<file path="src/rtl/seg7_pkg.sv">
// seg7_pkg
// Shared constants for the 7-segment capture block: the active-low segment
// codes for digits 0-9 and blank (bit 6 = a ... bit 0 = g), the BCD values
// reported for blank and unrecognised patterns, and the frame FSM states.
package seg7_pkg;

    localparam logic [6:0] SEG_0     = 7'b0000001;
    localparam logic [6:0] SEG_1     = 7'b1001111;
    localparam logic [6:0] SEG_2     = 7'b0010010;
    localparam logic [6:0] SEG_3     = 7'b0000110;
    localparam logic [6:0] SEG_4     = 7'b1001100;
    localparam logic [6:0] SEG_5     = 7'b0100100;
    localparam logic [6:0] SEG_6     = 7'b0100000;
    localparam logic [6:0] SEG_7     = 7'b0001111;
    localparam logic [6:0] SEG_8     = 7'b0000000;
    localparam logic [6:0] SEG_9     = 7'b0000100;
    localparam logic [6:0] SEG_BLANK = 7'b1111111;

    localparam logic [3:0] BCD_BLANK = 4'hF;
    localparam logic [3:0] BCD_ERR   = 4'hE;

    typedef enum logic {
        COLLECT = 1'b0,
        PRESENT = 1'b1
    } state_e;

endpackage

</file>
<file path="src/rtl/seg7_pattern_encoder.sv">
// seg7_pattern_encoder
// Combinational inverse of the team BCD-to-7-segment decoder.
// Ports:
//   pattern  in  7  active-low segment pattern (bit 6 = a ... bit 0 = g)
//   bcd      out 4  recovered digit, 4'hF for blank, 4'hE for unknown
//   blank    out 1  pattern was all segments off
//   err      out 1  pattern is not a digit and not blank
module seg7_pattern_encoder
    import seg7_pkg::*;
(
    input  logic [6:0] pattern,
    output logic [3:0] bcd,
    output logic       blank,
    output logic       err
);

    always_comb begin
        bcd   = BCD_ERR;
        blank = 1'b0;
        err   = 1'b1;
        case (pattern)
            SEG_0:     begin bcd = 4'd0; err = 1'b0; end
            SEG_1:     begin bcd = 4'd1; err = 1'b0; end
            SEG_2:     begin bcd = 4'd2; err = 1'b0; end
            SEG_3:     begin bcd = 4'd3; err = 1'b0; end
            SEG_4:     begin bcd = 4'd4; err = 1'b0; end
            SEG_5:     begin bcd = 4'd5; err = 1'b0; end
            SEG_6:     begin bcd = 4'd6; err = 1'b0; end
            SEG_7:     begin bcd = 4'd7; err = 1'b0; end
            SEG_8:     begin bcd = 4'd8; err = 1'b0; end
            SEG_9:     begin bcd = 4'd9; err = 1'b0; end
            SEG_BLANK: begin bcd = BCD_BLANK; blank = 1'b1; err = 1'b0; end
            default:   ;
        endcase
    end

endmodule

</file>
<file path="src/rtl/seg7_capture.sv">
// seg7_capture
// Monitors a multiplexed active-low 7-segment display bus and recovers the
// displayed digits, presenting each complete frame on a valid/ready handshake.
// Ports:
//   clk, rst      clock, asynchronous active-high reset
//   seg_n         active-low segment lines (bit 6 = a ... bit 0 = g)
//   an_n          active-low digit strobes, an_n[i] low selects digit i
//   frame_bcd     captured digits, digit i at [4i+3:4i]
//   frame_blank   per-digit blank flags
//   frame_err     per-digit unrecognised-pattern flags
//   frame_valid   frame available
//   frame_ready   consumer accepts the frame
//   overrun       sticky: a complete frame was dropped while one was pending
module seg7_capture
    import seg7_pkg::*;
#(
    parameter int NUM_DIGITS    = 4,
    parameter int STABLE_CYCLES = 4
) (
    input  logic                    clk,
    input  logic                    rst,
    input  logic [6:0]              seg_n,
    input  logic [NUM_DIGITS-1:0]   an_n,
    output logic [4*NUM_DIGITS-1:0] frame_bcd,
    output logic [NUM_DIGITS-1:0]   frame_blank,
    output logic [NUM_DIGITS-1:0]   frame_err,
    output logic                    frame_valid,
    input  logic                    frame_ready,
    output logic                    overrun
);

    localparam int SW = NUM_DIGITS + 7;
    localparam int CW = $clog2(STABLE_CYCLES + 1);
    // The counter holds (identical samples so far - 1); the capture fires on
    // the sample that brings it to STABLE_CYCLES-1 and then it saturates
    // there, so a held pattern is captured exactly once.
    localparam logic [CW-1:0] CNT_FIRE = CW'(STABLE_CYCLES - 2);
    localparam logic [CW-1:0] CNT_MAX  = CW'(STABLE_CYCLES - 1);

    logic [SW-1:0] sync1_q, sync1_d;
    logic [SW-1:0] sync2_q, sync2_d;
    logic [SW-1:0] prev_q, prev_d;
    logic [CW-1:0] cnt_q, cnt_d;

    logic [4*NUM_DIGITS-1:0] work_bcd_q, work_bcd_d;
    logic [NUM_DIGITS-1:0]   work_blank_q, work_blank_d;
    logic [NUM_DIGITS-1:0]   work_err_q, work_err_d;
    logic [NUM_DIGITS-1:0]   seen_q, seen_d;

    state_e                  state_q, state_d;
    logic [4*NUM_DIGITS-1:0] frame_bcd_q, frame_bcd_d;
    logic [NUM_DIGITS-1:0]   frame_blank_q, frame_blank_d;
    logic [NUM_DIGITS-1:0]   frame_err_q, frame_err_d;
    logic                    overrun_q, overrun_d;

    logic [NUM_DIGITS-1:0] cur_an;
    logic [6:0]            cur_seg;
    logic                  strobe_ok;
    logic                  same;
    logic                  capture;
    logic [3:0]            enc_bcd;
    logic                  enc_blank;
    logic                  enc_err;
    logic                  seen_full;
    logic                  accept;

    seg7_pattern_encoder u_enc (
        .pattern (cur_seg),
        .bcd     (enc_bcd),
        .blank   (enc_blank),
        .err     (enc_err)
    );

    // Synchroniser and stability qualification
    always_comb begin
        sync1_d   = {an_n, seg_n};
        sync2_d   = sync1_q;
        prev_d    = sync2_q;
        cur_an    = sync2_q[SW-1:7];
        cur_seg   = sync2_q[6:0];
        strobe_ok = $onehot(~cur_an);
        same      = (sync2_q == prev_q);
        capture   = strobe_ok && same && (cnt_q == CNT_FIRE);

        cnt_d = cnt_q;
        if (!strobe_ok || !same) begin
            cnt_d = '0;
        end else if (cnt_q != CNT_MAX) begin
            cnt_d = cnt_q + CW'(1);
        end
    end

    // Working registers: the strobe is one-hot when capture is set, so the
    // inverted strobe selects exactly the digit being written.
    always_comb begin
        work_bcd_d   = work_bcd_q;
        work_blank_d = work_blank_q;
        work_err_d   = work_err_q;
        for (int i = 0; i < NUM_DIGITS; i++) begin
            if (capture && !cur_an[i]) begin
                work_bcd_d[4*i +: 4] = enc_bcd;
                work_blank_d[i]      = enc_blank;
                work_err_d[i]        = enc_err;
            end
        end
    end

    // Frame FSM
    always_comb begin
        state_d       = state_q;
        frame_bcd_d   = frame_bcd_q;
        frame_blank_d = frame_blank_q;
        frame_err_d   = frame_err_q;
        overrun_d     = overrun_q;
        seen_d        = seen_q;
        seen_full     = &seen_q;
        accept        = (state_q == PRESENT) && frame_ready;

        case (state_q)
            COLLECT: begin
                if (seen_full) begin
                    frame_bcd_d   = work_bcd_q;
                    frame_blank_d = work_blank_q;
                    frame_err_d   = work_err_q;
                    seen_d        = '0;
                    state_d       = PRESENT;
                end
            end
            PRESENT: begin
                if (seen_full) begin
                    // A full set arriving while the pending frame is taken in
                    // the same cycle replaces it; otherwise the new set is lost.
                    if (accept) begin
                        frame_bcd_d   = work_bcd_q;
                        frame_blank_d = work_blank_q;
                        frame_err_d   = work_err_q;
                    end else begin
                        overrun_d = 1'b1;
                    end
                    seen_d = '0;
                end else if (accept) begin
                    state_d = COLLECT;
                end
            end
            default: state_d = COLLECT;
        endcase

        // A capture landing on the clearing cycle belongs to the next frame.
        if (capture) begin
            seen_d = seen_d | ~cur_an;
        end
    end

    always_ff @(posedge clk or posedge rst) begin
        if (rst) begin
            sync1_q       <= '1;
            sync2_q       <= '1;
            prev_q        <= '1;
            cnt_q         <= '0;
            seen_q        <= '0;
            state_q       <= COLLECT;
            frame_bcd_q   <= '0;
            frame_blank_q <= '0;
            frame_err_q   <= '0;
            overrun_q     <= 1'b0;
        end else begin
            sync1_q       <= sync1_d;
            sync2_q       <= sync2_d;
            prev_q        <= prev_d;
            cnt_q         <= cnt_d;
            seen_q        <= seen_d;
            state_q       <= state_d;
            frame_bcd_q   <= frame_bcd_d;
            frame_blank_q <= frame_blank_d;
            frame_err_q   <= frame_err_d;
            overrun_q     <= overrun_d;
        end
    end

    // Working registers are only read once every seen bit has been rewritten.
    always_ff @(posedge clk) begin
        work_bcd_q   <= work_bcd_d;
        work_blank_q <= work_blank_d;
        work_err_q   <= work_err_d;
    end

    assign frame_bcd   = frame_bcd_q;
    assign frame_blank = frame_blank_q;
    assign frame_err   = frame_err_q;
    assign frame_valid = (state_q == PRESENT);
    assign overrun     = overrun_q;

endmodule

</file>
<file path="config.mk">
export PLATFORM = sky130hd
export DESIGN_NAME = seg7_capture
export DESIGN_NICKNAME = d
export VERILOG_FILES = /design/src/rtl/seg7_pkg.sv /design/src/rtl/seg7_pattern_encoder.sv /design/src/rtl/seg7_capture.sv
export SDC_FILE = /design/constraint.sdc
export NUM_CORES = 1
export LEC_CHECK = 0
export CAP_MARGIN = 30
export CORE_ASPECT_RATIO = 1.5
export CORE_MARGIN = 4
export CORE_UTILIZATION = 45
export DETAILED_ROUTE_END_ITERATION = 16
export GPL_TIMING_DRIVEN = 0
export PLACE_DENSITY = 0.66
export SETUP_SLACK_MARGIN = 0.15
export SLEW_MARGIN = 20
export SYNTH_ARGS = -nofsm -noshare
export SYNTH_HDL_FRONTEND = slang
export SYNTH_SLANG_ARGS = --single-unit
</file>
<file path="constraint.sdc">
create_clock -name clk -period 4.3 [get_ports clk]
set_input_delay 0.86 -clock clk [delete_from_list [all_inputs] [get_ports clk]]
set_output_delay 0.86 -clock clk [all_outputs]
set_load 0.05 [all_outputs]
</file>
* Word-level counts from Yosys, hierarchy flattened
Index checks and enable logic that the tools add are counted.
** Operators by class
- Mux-type cells :: 23
- Eq/ne operators :: 17
- Add/sub/neg operators :: 4
- Reductions and logical operators :: 20
- Bitwise logic cells :: 4
** Operators with widths (count)
- $mux W16 :: 3
- $pmux W4 S11 :: 1
- $mux W4 :: 8
- $pmux W16 S2 :: 1
- $eq A7 B7 Y1 const B :: 3
- $pmux W4 S2 :: 2
- $eq A7 B3 Y1 const B :: 2
- $eq A7 B6 Y1 const B :: 2
- $eq A11 B11 Y1 :: 1
- $reduce_or A11 Y1 :: 1
- $eq A7 B1 Y1 const B :: 1
- $eq A7 B4 Y1 const B :: 1
- $eq A7 B5 Y1 const B :: 1
- $logic_and A1 B1 Y1 :: 7
- $logic_not A7 Y1 :: 1
- $logic_not A1 Y1 :: 6
- $mux W3 :: 2
- $reduce_and A6 Y1 :: 1
- $mux W1 :: 5
- $add A1 B1 Y2 :: 2
- $ne A2 B1 Y1 const B :: 2
- $not A4 Y4 :: 1
- $or A4 B4 Y4 :: 1
- $reduce_and A4 Y1 :: 1
- 11 further kinds :: 12
** Storage, ports and cells
- Logic and storage cells :: 90
- Bits in registers :: 90
- Output and inout port bits :: 26

* Longest topological paths before layout
- Word-level depth :: 7
- Mapped depth :: 8
- Mapped depth without buffers :: 7

* By module
From an unflattened synthesis, not the netlist that was laid out.
** Unflattened totals
- Cell total of the unflattened synthesis :: 216
- Area total of the unflattened synthesis :: 3409.5 um^2
** Modules (own cells, without submodules)
- seg7_capture :: area an instance 3138.0 um^2, instances 1, sequential area each 2413.6 um^2, cells each 178
- seg7_pattern_encoder :: area an instance 271.5 um^2, instances 1, sequential area each 0.0 um^2, cells each 38

* Least setup slack after synthesis
No wires, ideal clock.
- Kind :: reg-to-reg
- Start :: register sync2_q[8], in the netlist prev_d[8]
- End :: register work_bcd_q[0], enable pin
- Data arrival time :: 2.490 ns
- Library setup time :: 0.377 ns
- Slack :: 1.433 ns
- Clock period less this slack :: 2.867 ns
- Cell stages (with the launch flop) :: 9
- Cells stage by stage :: dfstp_2 > fa_1 > inv_1 > ha_1 > ha_1 > nor4b_1 > nand4_1 > buf_6 > nor3_1
** Between the ends
- Word-level cells in the longest chain between the ends :: 7
** Ends and longest elaborated chain
- start: declaration :: RTL line seg7_capture.sv:41 : logic [SW-1:0] sync2_q, sync2_d;
- start signal: assignment :: RTL line seg7_capture.sv:168 : sync2_q <= sync2_d;
- $not A4 Y4 :: RTL line seg7_capture.sv:81 : strobe_ok = $onehot(~cur_an);
- $add A1 B1 Y2 (not written as such) :: RTL line seg7_capture.sv:81
- $add A2 B2 Y3 (not written as such) :: RTL line seg7_capture.sv:81
- $eq A3 B1 Y1 :: RTL line seg7_capture.sv:81
- $logic_and A1 B1 Y1 (*) (2 in series) :: RTL line seg7_capture.sv:83 : capture = strobe_ok && same && (cnt_q == CNT_FIRE);
- $logic_and A1 B1 Y1 (*) :: RTL line seg7_capture.sv:100 : if (capture && !cur_an[i]) begin
- end signal: assignment :: RTL line seg7_capture.sv:182 : work_bcd_q <= work_bcd_d;
- end: declaration :: RTL line seg7_capture.sv:45 : logic [4*NUM_DIGITS-1:0] work_bcd_q, work_bcd_d;
Every way passes the cells marked *; elsewhere a longest branch is shown, timed or not.
A chain may end at the register's enable or synchronous reset.

* Final worst setup path
- Start :: register sync2_q[8], in the netlist prev_d[8]
- End :: register work_blank_q[2], enable pin
** Between the ends
- Word-level cells in the longest chain between the ends :: 7
** Ends and longest elaborated chain
- $not A4 Y4 :: RTL line seg7_capture.sv:81
- $add A1 B1 Y2 (not written as such) :: RTL line seg7_capture.sv:81
- $add A2 B2 Y3 (not written as such) :: RTL line seg7_capture.sv:81
- $eq A3 B1 Y1 :: RTL line seg7_capture.sv:81
- $logic_and A1 B1 Y1 (*) (2 in series) :: RTL line seg7_capture.sv:83
- $logic_and A1 B1 Y1 (*) :: RTL line seg7_capture.sv:100
- end signal: assignment :: RTL line seg7_capture.sv:183 : work_blank_q <= work_blank_d;
- end: declaration :: RTL line seg7_capture.sv:46 : logic [NUM_DIGITS-1:0] work_blank_q, work_blank_d;
Marked as above.

==> metrics.csv <==
metric,value,unit
status,"complete, no violations",
start_util,46.6,%
cpMostUsedCell,ha_1,
fin_crit_sh,74.2,%
routabilityCongestion,0.806,
row_count,38,
place.port_buffers,39,
num_vias,1834,
clock_path_buffers,2,
p_sw_share,21.0,%
grt_max_degree,44,
syn_inst,218,
slowest_delay,610,ps
clockRootBuffer,clkbuf_8,
vias_per_cell,4.85,
cts_sinks,90,
gr-total-overflow,0,
slew_viol_final,0,
max_cap_viol_count,0,
ir_worst_vdd,235,uV
comb_power_share,4.4,%
worstPathArrival,3250,ps
rr_worst_depth,9,
antenna_found_initial,0,
drive_gt1_share,32.4,%
p_per_area,356,nW/um^2
grt_pass1_vias,1893,
stdcell_count,378,
power,1460,uW
syn_area_per_cell,15.6,um^2
dp_hpwl,3760,um
hp-class,reg2reg,
ant_nets,0,
die_h,114,um
worstSetupPathDepth,9,
wire_per_inst,13.7,um
critPathTopFamily,simple AND/OR/NAND/NOR gates,
coreArea,7270,um^2
firstDrtPassIters,6,
synth_cell_types,39,
worstMarginPinSlew,560,ps
crit_path_max_fanout,10,
cts_hold_buf,0,
grt_usage,13.4,%
n_antenna_cell,0,
endpoint_kind,flip-flop,
ioPinCount,40,
clk_pin_slew,80,ps
synth-edff-count,24,
clkLatencyLatePin,340,ps
place_ws,944,ps
setup_tns,0,ps
finalNetCount,293,
slew_headroom,62.4,%
numCtsBuffers,9,
grt_pass1_wl,9030,um
cp_slowest_cell,dfstp_2,
drc,0,
synth_nets,238,
setup_ws,1110,ps
clkPwrFrac,33.1,%
finalHoldViolations,0,
netlist_area,3390,um^2
totalWireLength,5160,um
timing.critical_path.buf_inv,3,
synth_top_family_by_area,multiplexers,
cp-endpoint,work_blank_q[2],
r2r-start,prev_d[8],
synth_seq_area_share,71.2,%
rsz0062_at_grt,false,
h-tree-depth,3,
fmax,313,MHz
ys_async_sr_fraction,73.3,%
synthAdderAreaFrac,2.44,%
synthMuxAreaShare,7.97,%
synth_compound_area_share,5.13,%
p_leak,0.00169,uW
finClkSkew,9.58,ps
synth_simple_gate_area_share,7.31,%
ys_seq_elements,90,
cts-resized-gates,0,
synthFlopType,dfstp_2,
cts_tree,yes,
reg2reg_setup_slack,1110,ps
cp-startpoint,prev_d[8],
die_width,78.9,um
internal-power,1160,uW
cp-start-kind,flip-flop,
die_area,9020,um^2
synthXorXnorAreaFrac,3.36,%
place_inst,361,
p_sw,307,uW
critical_path_class,reg2reg,
final_cell_mix,"clkdlybuf4s50_1 (39), dfrtp_1 (33), dfstp_2 (33), mux2_2 (24), edfxtp_1 (24)",
post_cts_buffers,0,
area_growth,21.3,%
min_period,3190,ps
setup_viol,0,
layout_commonest_cell,clkdlybuf4s50_1,
yosys_warnings,0,
required,4350,ps
crit_chain,fa_1 > inv_1 > ha_1 > ha_1 > nor4b_1 > nand4_1 > buf_6 > nor3_1 > buf_2,
reg2reg_to,work_blank_q[2],
power_frac_seq,62.6,%
drtIter0Drc,91,
-- routing by layer --
layer | up-vias | global-route usage [%] | wire (um) | part of all wire (%)
li1 | 872 | - | - | -
met1 | 909 | 15.4 | 2030 | 39
met2 | 45 | 22.4 | 2770 | 54
met3 | 8 | 4.41 | 251 | 4.9
met4 | 0 | 6.77 | 109 | 2.1
met5 | - | 0 | 0 | 0
-- power by group through the flow --
stage,sequential [uW],clock (uW),combinational (uW)
3_5_place_dp,933,0,65.9
6_report,916,484,63.9
2_1_floorplan,929,0,39.8
3_3_place_gp,931,0,61.4
4_1_cts,917,511,65.8
5_1_grt,919,550,74.0
-- sequential cells by signal, indices dropped and copies added (netlist names) --
| name | cells |
|---|---|
| sync1_q | 11 |
| overrun | 1 |
| prev_d | 11 |
| work_bcd_q | 16 |
| work_err_q | 4 |
| frame_bcd | 16 |
| frame_err | 4 |
| cnt_q | 3 |
| work_blank_q | 4 |
| frame_blank | 4 |
| prev_q | 11 |
| frame_valid | 1 |
| seen_q | 4 |
-- layout make-up --
cell class	count	area (um^2)
Fill cell	609	3160
Sequential cell	90	2410
Multi-Input combinational cell	112	888
Timing Repair Buffer	44	430
Clock buffer	13	149
Tap cell	100	125
Buffer	9	62.6
Inverter	7	28.8
Clock inverter	3	16.3
-- through the flow --
step | instance area [um^2] | utilization [%] | hold WS, ps
after floorplan | 3390 | - | 345
after global placement | 3910 | 53.7 | 345
after detailed placement | 3940 | 54.2 | 347
after CTS | 4110 | 56.5 | 357
after global routing | 4110 | 56.6 | 366
final | 4110 | 56.6 | 356
-- logic make-up (layout without fill, tap and decap cells) --
kind of cell | after synthesis | in the layout
mux | 24 | 24
compound gates | 23 | 23
buf+inv | 16 | 76
xor+xnor | 13 | 13
fa+ha+maj | 6 | 6
simple gates | 46 | 46
flops | 90 | 90
-- worst register-to-register path, cell delays in order, from the launching register on --
cell	delay, ps
dfstp_2	610
fa_1	430
inv_1	70
ha_1	150
ha_1	220
nor4b_1	310
nand4_1	190
buf_6	190
nor3_1	460
buf_2	280
-- cell usage after synthesis, drive strengths merged, types with 2 or more instances --
cell type	number	area share, %
dfrtp	33	24
nand2	9	1.0
nand2b	2	0.37
a21oi	5	0.74
nor2b	3	0.55
nor2	10	1.1
nor3	8	1.2
buf	9	1.8
mux2	24	8.0
edfxtp	24	21
nor4	2	0.55
inv	7	0.78
o21ai	6	0.89
o31ai	4	1.6
dfstp	33	26
nand3b	3	0.66
nand4	2	0.37
ha	5	1.8
xor2	13	3.4
nand3	2	0.30
-- worst min-delay path by stage --
stage	end	cells after the start	from
after floorplan	prev_d[0]	0	sync1_q[0]
after global placement	prev_d[7]	0	sync1_q[7]
after detailed placement	prev_d[6]	0	sync1_q[6]
after CTS	prev_d[1]	0	sync1_q[1]
after global routing	prev_d[10]	0	sync1_q[10]
final	prev_d[1]	0	sync1_q[1]
Power figures use the tool's default switching activity.
